$ cat config.mk
export PLATFORM = sky130hd
export DESIGN_NAME = acc_responder_flat
export DESIGN_NICKNAME = d
export VERILOG_FILES = /design/src/rtl/acc_responder_if.sv /design/src/rtl/acc_responder.sv /design/src/flat_wrapper.sv
export SDC_FILE = /design/constraint.sdc
export NUM_CORES = 2
export LEC_CHECK = 0
export ABC_AREA = 1
export BUFFER_PORTS_ARGS = -buffer_cell sky130_fd_sc_hd__buf_2
export CAP_MARGIN = 20
export CORE_MARGIN = 2
export CORE_UTILIZATION = 60
export DETAILED_ROUTE_END_ITERATION = 6
export GPL_ROUTABILITY_DRIVEN = 1
export PLACE_DENSITY = 0.85
export SYNTH_ARGS = -nofsm -noshare
export SYNTH_HDL_FRONTEND = slang
export SYNTH_SLANG_ARGS = --single-unit
$ cat constraint.sdc
create_clock -name clk -period 12.2 [get_ports clk]
set_input_delay 2.44 -clock clk [delete_from_list [all_inputs] [get_ports clk]]
set_output_delay 2.44 -clock clk [all_outputs]
set_load 0.005 [all_outputs]
$ cat src/rtl/acc_responder_if.sv
// Request/response bundle between an acc_interconnect master port and an accelerator responder.
interface acc_responder_if #(
  parameter int DataWidth = 32,
  parameter int AddrWidth = 4,
  parameter int IdWidth   = 3
);
  logic [AddrWidth-1:0] q_addr;
  logic [IdWidth-1:0]   q_id;
  logic [31:0]          q_data_op;
  logic [DataWidth-1:0] q_data_arga;
  logic [DataWidth-1:0] q_data_argb;
  logic [DataWidth-1:0] q_data_argc;
  logic                 q_valid;
  logic                 q_ready;
  logic [DataWidth-1:0] p_data0;
  logic [DataWidth-1:0] p_data1;
  logic                 p_dual_writeback;
  logic [IdWidth-1:0]   p_id;
  logic [4:0]           p_rd;
  logic                 p_error;
  logic                 p_valid;
  logic                 p_ready;

  modport master (
    output q_addr, q_id, q_data_op, q_data_arga, q_data_argb, q_data_argc, q_valid, p_ready,
    input  q_ready, p_data0, p_data1, p_dual_writeback, p_id, p_rd, p_error, p_valid
  );

  modport slave (
    input  q_addr, q_id, q_data_op, q_data_arga, q_data_argb, q_data_argc, q_valid, p_ready,
    output q_ready, p_data0, p_data1, p_dual_writeback, p_id, p_rd, p_error, p_valid
  );
endinterface

$ cat src/rtl/acc_responder.sv
// Reference accelerator responder: fixed-latency integer op pipeline feeding a credit-protected
// fall-through response FIFO. Optional counters enabled by ACC_RESPONDER_STATS_EN.
module acc_responder #(
  parameter int DataWidth = 32,
  parameter int AddrWidth = 4,
  parameter int IdWidth   = 3,
  parameter int Addr      = 0,
  parameter int Latency   = 2,
  parameter int FifoDepth = 4
) (
  input  logic            clk,
  input  logic            rst_n,
  acc_responder_if.slave  bus,
  output logic            busy
`ifdef ACC_RESPONDER_STATS_EN
  ,
  output logic [15:0]     stat_req,
  output logic [15:0]     stat_rsp,
  output logic [15:0]     stat_err
`endif
);

  localparam int OccW = $clog2(FifoDepth + 1);
  localparam int PtrW = (FifoDepth > 1) ? $clog2(FifoDepth) : 1;
  localparam logic [AddrWidth-1:0] LP_ADDR = AddrWidth'(Addr);

  typedef struct packed {
    logic [DataWidth-1:0] data0;
    logic [DataWidth-1:0] data1;
    logic                 dual;
    logic [IdWidth-1:0]   id;
    logic [4:0]           rd;
    logic                 err;
  } rsp_t;

  function automatic rsp_t decode(input logic [AddrWidth-1:0] addr,
                                  input logic [IdWidth-1:0]   id,
                                  input logic [2:0]           funct3,
                                  input logic [4:0]           rd,
                                  input logic [DataWidth-1:0] a,
                                  input logic [DataWidth-1:0] b,
                                  input logic [DataWidth-1:0] c);
    logic [2*DataWidth-1:0] prod;
    rsp_t r;
    r      = '0;
    r.id   = id;
    r.rd   = rd;
    prod   = {{DataWidth{1'b0}}, a} * {{DataWidth{1'b0}}, b};
    if (addr != LP_ADDR) begin
      r.err = 1'b1;
    end else begin
      case (funct3)
        3'd0: r.data0 = a + b;
        3'd1: r.data0 = a - b;
        3'd2: r.data0 = a ^ b;
        3'd3: begin
          r.data0 = prod[DataWidth-1:0];
          r.data1 = prod[2*DataWidth-1:DataWidth];
          r.dual  = 1'b1;
        end
        3'd4: r.data0 = prod[DataWidth-1:0] + c;
        3'd5: r.err   = 1'b0;
        default: r.err = 1'b1;
      endcase
    end
    return r;
  endfunction

  function automatic logic [PtrW-1:0] ptr_inc(input logic [PtrW-1:0] p);
    return (p == PtrW'(FifoDepth - 1)) ? '0 : p + PtrW'(1);
  endfunction

  logic [OccW-1:0]    r_occ;
  logic [OccW-1:0]    w_occ_nxt;
  logic [OccW-1:0]    r_cnt;
  logic [PtrW-1:0]    r_wptr;
  logic [PtrW-1:0]    r_rptr;
  logic [Latency-1:0] r_vld_p;
  logic [Latency-1:0] r_wr_p;
  rsp_t               r_pl_p [Latency];
  rsp_t               r_mem  [FifoDepth];
  rsp_t               w_dec;
  rsp_t               w_head;
  rsp_t               w_out;
  logic               w_dec_wr;
  logic               w_q_ready;
  logic               w_acc;
  logic               w_nonempty;
  logic               w_pop;
  logic               w_fifo_wr;
  logic               w_rel;
  logic               w_unused;

  assign w_unused = ^{bus.q_data_op[31:15], bus.q_data_op[6:0]};

  // Credits are tracked in registered state only, so q_ready never sees p_ready combinationally.
  assign w_q_ready  = ~rst_n & (r_occ < OccW'(FifoDepth));
  assign w_acc      = bus.q_valid & w_q_ready;
  assign w_nonempty = (r_cnt != '0);
  assign w_pop      = w_nonempty & bus.p_ready;
  assign w_fifo_wr  = r_vld_p[Latency-1] & r_wr_p[Latency-1];
  assign w_rel      = r_vld_p[Latency-1] & ~r_wr_p[Latency-1];

  assign w_dec    = decode(bus.q_addr, bus.q_id, bus.q_data_op[14:12], bus.q_data_op[11:7],
                           bus.q_data_arga, bus.q_data_argb, bus.q_data_argc);
  assign w_dec_wr = !((bus.q_data_op[14:12] == 3'd5) && (bus.q_addr == LP_ADDR));

  always_comb begin
    w_occ_nxt = r_occ;
    if (w_acc) w_occ_nxt = w_occ_nxt + OccW'(1);
    if (w_pop) w_occ_nxt = w_occ_nxt - OccW'(1);
    if (w_rel) w_occ_nxt = w_occ_nxt - OccW'(1);
  end

  // Stage p0 captures the decoded result at accept; later stages only shift.
  always_ff @(posedge clk or posedge rst_n) begin
    if (rst_n) begin
      r_vld_p <= '0;
      r_wr_p  <= '0;
    end else begin
      r_vld_p[0] <= w_acc;
      r_wr_p[0]  <= w_dec_wr;
      for (int i = 1; i < Latency; i++) begin
        r_vld_p[i] <= r_vld_p[i-1];
        r_wr_p[i]  <= r_wr_p[i-1];
      end
    end
  end

  always_ff @(posedge clk) begin
    r_pl_p[0] <= w_dec;
    for (int i = 1; i < Latency; i++) r_pl_p[i] <= r_pl_p[i-1];
    if (w_fifo_wr) r_mem[r_wptr] <= r_pl_p[Latency-1];
  end

  // FIFO write boundary: last pipeline stage enters the fall-through FIFO.
  always_ff @(posedge clk or posedge rst_n) begin
    if (rst_n) begin
      r_occ  <= '0;
      r_cnt  <= '0;
      r_wptr <= '0;
      r_rptr <= '0;
    end else begin
      r_occ <= w_occ_nxt;
      if (w_fifo_wr) r_wptr <= ptr_inc(r_wptr);
      if (w_pop)     r_rptr <= ptr_inc(r_rptr);
      case ({w_fifo_wr, w_pop})
        2'b10:   r_cnt <= r_cnt + OccW'(1);
        2'b01:   r_cnt <= r_cnt - OccW'(1);
        default: r_cnt <= r_cnt;
      endcase
    end
  end

  assign w_head = r_mem[r_rptr];
  assign w_out  = w_nonempty ? w_head : '0;

  assign bus.q_ready          = w_q_ready;
  assign bus.p_valid          = w_nonempty;
  assign bus.p_data0          = w_out.data0;
  assign bus.p_data1          = w_out.data1;
  assign bus.p_dual_writeback = w_out.dual;
  assign bus.p_id             = w_out.id;
  assign bus.p_rd             = w_out.rd;
  assign bus.p_error          = w_out.err;
  assign busy                 = (r_occ != '0);

`ifdef ACC_RESPONDER_STATS_EN
  logic [15:0] r_stat_req;
  logic [15:0] r_stat_rsp;
  logic [15:0] r_stat_err;

  always_ff @(posedge clk or posedge rst_n) begin
    if (rst_n) begin
      r_stat_req <= '0;
      r_stat_rsp <= '0;
      r_stat_err <= '0;
    end else begin
      if (w_acc)               r_stat_req <= r_stat_req + 16'd1;
      if (w_pop)               r_stat_rsp <= r_stat_rsp + 16'd1;
      if (w_pop && w_head.err) r_stat_err <= r_stat_err + 16'd1;
    end
  end

  assign stat_req = r_stat_req;
  assign stat_rsp = r_stat_rsp;
  assign stat_err = r_stat_err;
`endif

endmodule

$ cat src/flat_wrapper.sv
// flat-port wrapper written by rule: the top's interface ports become plain ports
module acc_responder_flat 
#(
  parameter int DataWidth = 32,
  parameter int AddrWidth = 4,
  parameter int IdWidth   = 3,
  parameter int Addr      = 0,
  parameter int Latency   = 2,
  parameter int FifoDepth = 4
)
  (clk, rst_n, busy, bus_q_addr, bus_q_id, bus_q_data_op, bus_q_data_arga, bus_q_data_argb, bus_q_data_argc, bus_q_valid, bus_p_ready, bus_q_ready, bus_p_data0, bus_p_data1, bus_p_dual_writeback, bus_p_id, bus_p_rd, bus_p_error, bus_p_valid);
  acc_responder_if #(.DataWidth(DataWidth), .AddrWidth(AddrWidth), .IdWidth(IdWidth)) bus_i ();
  input  logic clk;
  input  logic rst_n;
  output logic busy;
  input wire logic [$bits(bus_i.q_addr)-1:0] bus_q_addr;
  input wire logic [$bits(bus_i.q_id)-1:0] bus_q_id;
  input wire logic [$bits(bus_i.q_data_op)-1:0] bus_q_data_op;
  input wire logic [$bits(bus_i.q_data_arga)-1:0] bus_q_data_arga;
  input wire logic [$bits(bus_i.q_data_argb)-1:0] bus_q_data_argb;
  input wire logic [$bits(bus_i.q_data_argc)-1:0] bus_q_data_argc;
  input wire logic [$bits(bus_i.q_valid)-1:0] bus_q_valid;
  input wire logic [$bits(bus_i.p_ready)-1:0] bus_p_ready;
  output wire logic [$bits(bus_i.q_ready)-1:0] bus_q_ready;
  output wire logic [$bits(bus_i.p_data0)-1:0] bus_p_data0;
  output wire logic [$bits(bus_i.p_data1)-1:0] bus_p_data1;
  output wire logic [$bits(bus_i.p_dual_writeback)-1:0] bus_p_dual_writeback;
  output wire logic [$bits(bus_i.p_id)-1:0] bus_p_id;
  output wire logic [$bits(bus_i.p_rd)-1:0] bus_p_rd;
  output wire logic [$bits(bus_i.p_error)-1:0] bus_p_error;
  output wire logic [$bits(bus_i.p_valid)-1:0] bus_p_valid;
  assign bus_i.q_addr = bus_q_addr;
  assign bus_i.q_id = bus_q_id;
  assign bus_i.q_data_op = bus_q_data_op;
  assign bus_i.q_data_arga = bus_q_data_arga;
  assign bus_i.q_data_argb = bus_q_data_argb;
  assign bus_i.q_data_argc = bus_q_data_argc;
  assign bus_i.q_valid = bus_q_valid;
  assign bus_i.p_ready = bus_p_ready;
  assign bus_q_ready = bus_i.q_ready;
  assign bus_p_data0 = bus_i.p_data0;
  assign bus_p_data1 = bus_i.p_data1;
  assign bus_p_dual_writeback = bus_i.p_dual_writeback;
  assign bus_p_id = bus_i.p_id;
  assign bus_p_rd = bus_i.p_rd;
  assign bus_p_error = bus_i.p_error;
  assign bus_p_valid = bus_i.p_valid;
  acc_responder #(.DataWidth(DataWidth), .AddrWidth(AddrWidth), .IdWidth(IdWidth), .Addr(Addr), .Latency(Latency), .FifoDepth(FifoDepth)) u_core (.clk(clk), .rst_n(rst_n), .bus(bus_i), .busy(busy));
endmodule
==> results.txt <==
- The flow ran to the end, and the final reports show no timing, DRC or antenna violations.
- Maximum root-to-sink buffer count: 3
- The first global-routing pass estimated around 260000 um of wire.
- The path class of the tightest hold or removal check is reg -> reg.
- Critical Setup Path Class: in -> reg
* Count leader, synth: inv_1
- Antenna violations before repair: 24
- Data on the critical path arrives at its endpoint at 11.28 ns.
- After synthesis, the mean cell area works out to roughly 8.4 sq um.
- After legalization and detailed placement, the total HPWL measured 136000 um.
* R2r worst-path depth: 3
* Total negative slack for setup checks: 0 ns
- In this run, synthesis produced a sequential element count of around 460.
- Most numerous cell on the critical path: fa_1
- Area enclosed by the die boundary: between 90000 and 100000 sq um
- For this run, the number of standard cells in the final layout without fillers is roughly 7900.
* Slack of the worst reg-to-reg path: ~9.5 ns
* Largest net degree at the start of global routing: between 100 and 150
- Static timing analysis puts the maximum clock frequency at between 90 and 100 MHz.
* Final cycle utilization of the critical path: between 80 and 90%
- The number of setup buffers added after CTS is 0.
* DR vias/cell: roughly 5.7
- Pre-antenna DRT Iters: 7
- Prior to clock tree synthesis, the placed netlist has a worst setup slack of 0.973 ns.
- The final number of max-transition violations is 0.
- Slew at the pin with the worst max-slew slack: 1.11 ns
* Cell count after placement: just under 8000
- Yosys printed 0 warnings.
- After detailed routing, the number of remaining DRC violations is 0.
- Number of failing setup endpoints in the final timing report: 0
* Die Height: ~310 um
- # H-tree levels: 2
- Gate count after technology mapping: roughly 6600
- The number of nets in the synthesized netlist is 8046.
- CP max stage delay: roughly 0.61 ns
- The routed layout has between 40000 and 50000 vias.
- TritonCTS built the clock tree.
- Share of final-layout standard cells stronger than drive strength 1: 6.71%
- Among all flip-flop cells after synthesis, the most frequent one is edfxtp_1.
- Post-synth EDFFs: ~300
- Leftover overflow at the end of global routing: 0
* Routed WL: ~170000 um
- Category of the worst setup path capture point: register
* Routed WL per cell: 21.7 um
- After the first detailed-routing iteration, the DRC count stood at about 4400.
- The worst setup path is launched from an input pin.
- Area share of the largest cell type after synthesis: about 32%
* Clock period minus worst slack: 10.83 ns
- Setup repair after global routing left no endpoint under its margin.
- Sinks on Clock Net: around 460
- Register area share after synthesis: 22.0%
- Row generation in the floorplan step produced around 110 rows.
- Die Width: 308 um
- Inserted Clock Buffers: 39
* Worst reg2reg path endpoint: u_core.r_mem[0][31]
- Register clock-pin slew on the reported worst setup and hold paths: ~0.08 ns
* Ranking of synthesized cells by area: fa_1 (32%), edfxtp_1 (16%), inv_1 (10%)
- Number of global-route vias before repair: 47400
- The tree is rooted in a clkbuf_16.
- Measured against its own limit, the worst slew margin works out to around a quarter.
- Number of maximum-capacitance constraint violations: 0
- Cell at the slowest stage of the critical path: xor2_1
* Port buffer count: between 150 and 200
- Number of placed I/O pins: ~220
- The worst register-to-register path begins at u_core.r_vld_p[1].
* Highest net fanout along the worst path: 25
- Required time of the worst setup path: 12.65 ns
* Count of unique library cells instantiated by Yosys: 64
- Of all flip-flops after synthesis, the portion carrying an async set or reset was a little over 3%.
- Summing every instance area after synthesis gives ~55000 sq um.
- RD Place Congestion: about 1.1
- The final hold violation count was 0.
- Total routing usage reported by global routing: between 30% and 40%
- For this configuration, the core starts out at a cell density of 60.5%.
* Critical path capture point: u_core.r_pl_p[0][73]
- The net count of the finished layout is 8056.
- The clock arrives with ~0.024 ns of skew.
- Post-CTS repair changed the size of 0 cells.
* Hold-fix buffers, CTS: 0
* Synth top cells by count: inv_1 (1536), nand2_1 (1488), fa_1 (899)
- First element of the critical path: bus_q_data_argb[8]
- Clock latency on the worst-skew pair, taken at its later pin, is ~0.55 ns.
- Area of the core: 91700 sq um
- Biggest area consumer among synthesized cells: fa_1
* Fin worst setup slack: ~1.4 ns
* Area overhead of the layout relative to synthesis: 5.87%
* Number of nets with antenna violations after detailed routing: 0
==> through the flow <==
stage | util (%) | area (sq um) | hold WS, ns
6_report | 64.1 | 58700 | 0.315
2_1_floorplan | - | 55500 | 0.310
4_1_cts | 64.1 | 58700 | 0.318
3_5_place_dp | 62.6 | 57400 | 0.312
5_1_grt | 64.1 | 58700 | 0.323
3_3_place_gp | 62.6 | 57400 | 0.311
==> state kept, by name (all words and copies together) (netlist names) <==
| register | count |
|---|---|
| u_core.r_rptr | 2 |
| u_core.r_occ | 3 |
| u_core.r_pl_p | 148 |
| u_core.r_wptr | 2 |
| u_core.r_vld_p | 2 |
| u_core.r_cnt | 3 |
| u_core.r_mem | 296 |
| u_core.r_wr_p | 2 |
==> worst max-delay path: cells and delay by family <==
kind	cells	cell delay, ns
compound gates	7	1.55
xor+xnor	1	0.61
fa+ha+maj	11	4.60
buf+inv	10	1.36
simple gates	7	0.70
==> final cells by class <==
cell class | instances | area (sq um)
clock buffers | 52 | 1090
repair buffers | 266 | 1530
inverters | 1559 | 5850
clock inverters | 19 | 219
multi-input cells | 4326 | 36300
fillers | 7359 | 32900
well taps | 1186 | 1480
flip-flops and latches | 458 | 12200
diodes | 9 | 22.5
==> cell usage in the layout, fill, tap and decap left out, types with 32 or more instances in the layout <==
| cell | netlist | layout |
|---|---|---|
| inv_1 | 1536 | 1534 |
| nand2_1 | 1488 | 1488 |
| fa_1 | 899 | 899 |
| nor2_1 | 553 | 548 |
| ha_1 | 368 | 368 |
| edfxtp_1 | 296 | 296 |
| a21oi_1 | 268 | 268 |
| o21ai_0 | 267 | 267 |
| buf_2 | 12 | 191 |
| dfxtp_1 | 148 | 148 |
| nand3_1 | 111 | 111 |
| buf_4 | 0 | 74 |
| xor2_1 | 55 | 55 |
| clkbuf_16 | 0 | 40 |
| nand4_1 | 32 | 32 |
==> per-layer routing <==
metal | GRT usage, % | routed length [um]
met4 | 24.9 | 13900
met3 | 6.48 | 16400
met5 | 0 | 161
met1 | 44.6 | 61100
met2 | 59.9 | 79100
==> worst min-delay path by stage <==
stage                               from               endpoint  depth (start not counted)
finish              u_core.r_pl_p[0][39]  u_core.r_pl_p[0][113]                          0
detailed placement  u_core.r_pl_p[0][33]  u_core.r_pl_p[0][107]                          0
global route        u_core.r_pl_p[0][39]  u_core.r_pl_p[0][113]                          0
CTS                 u_core.r_pl_p[0][68]  u_core.r_pl_p[0][142]                          0
floorplan           u_core.r_pl_p[0][26]  u_core.r_pl_p[0][100]                          0
global placement    u_core.r_pl_p[0][33]  u_core.r_pl_p[0][107]                          0
==> cell families after synthesis <==
group | after synthesis | share of synthesized area, %
AO/OA/AOI/OAI | 663 | 6.59
XOR/XNOR | 75 | 1.21
adder cells (fa/ha/maj) | 1267 | 40.7
buffers and inverters | 1856 | 12.6
flip-flops | 458 | 22.0
AND/OR/NAND/NOR | 2321 | 16.9
Power is not shown: default switching activity piles up to over one toggle a cycle in this logic, so the estimate is an artifact.
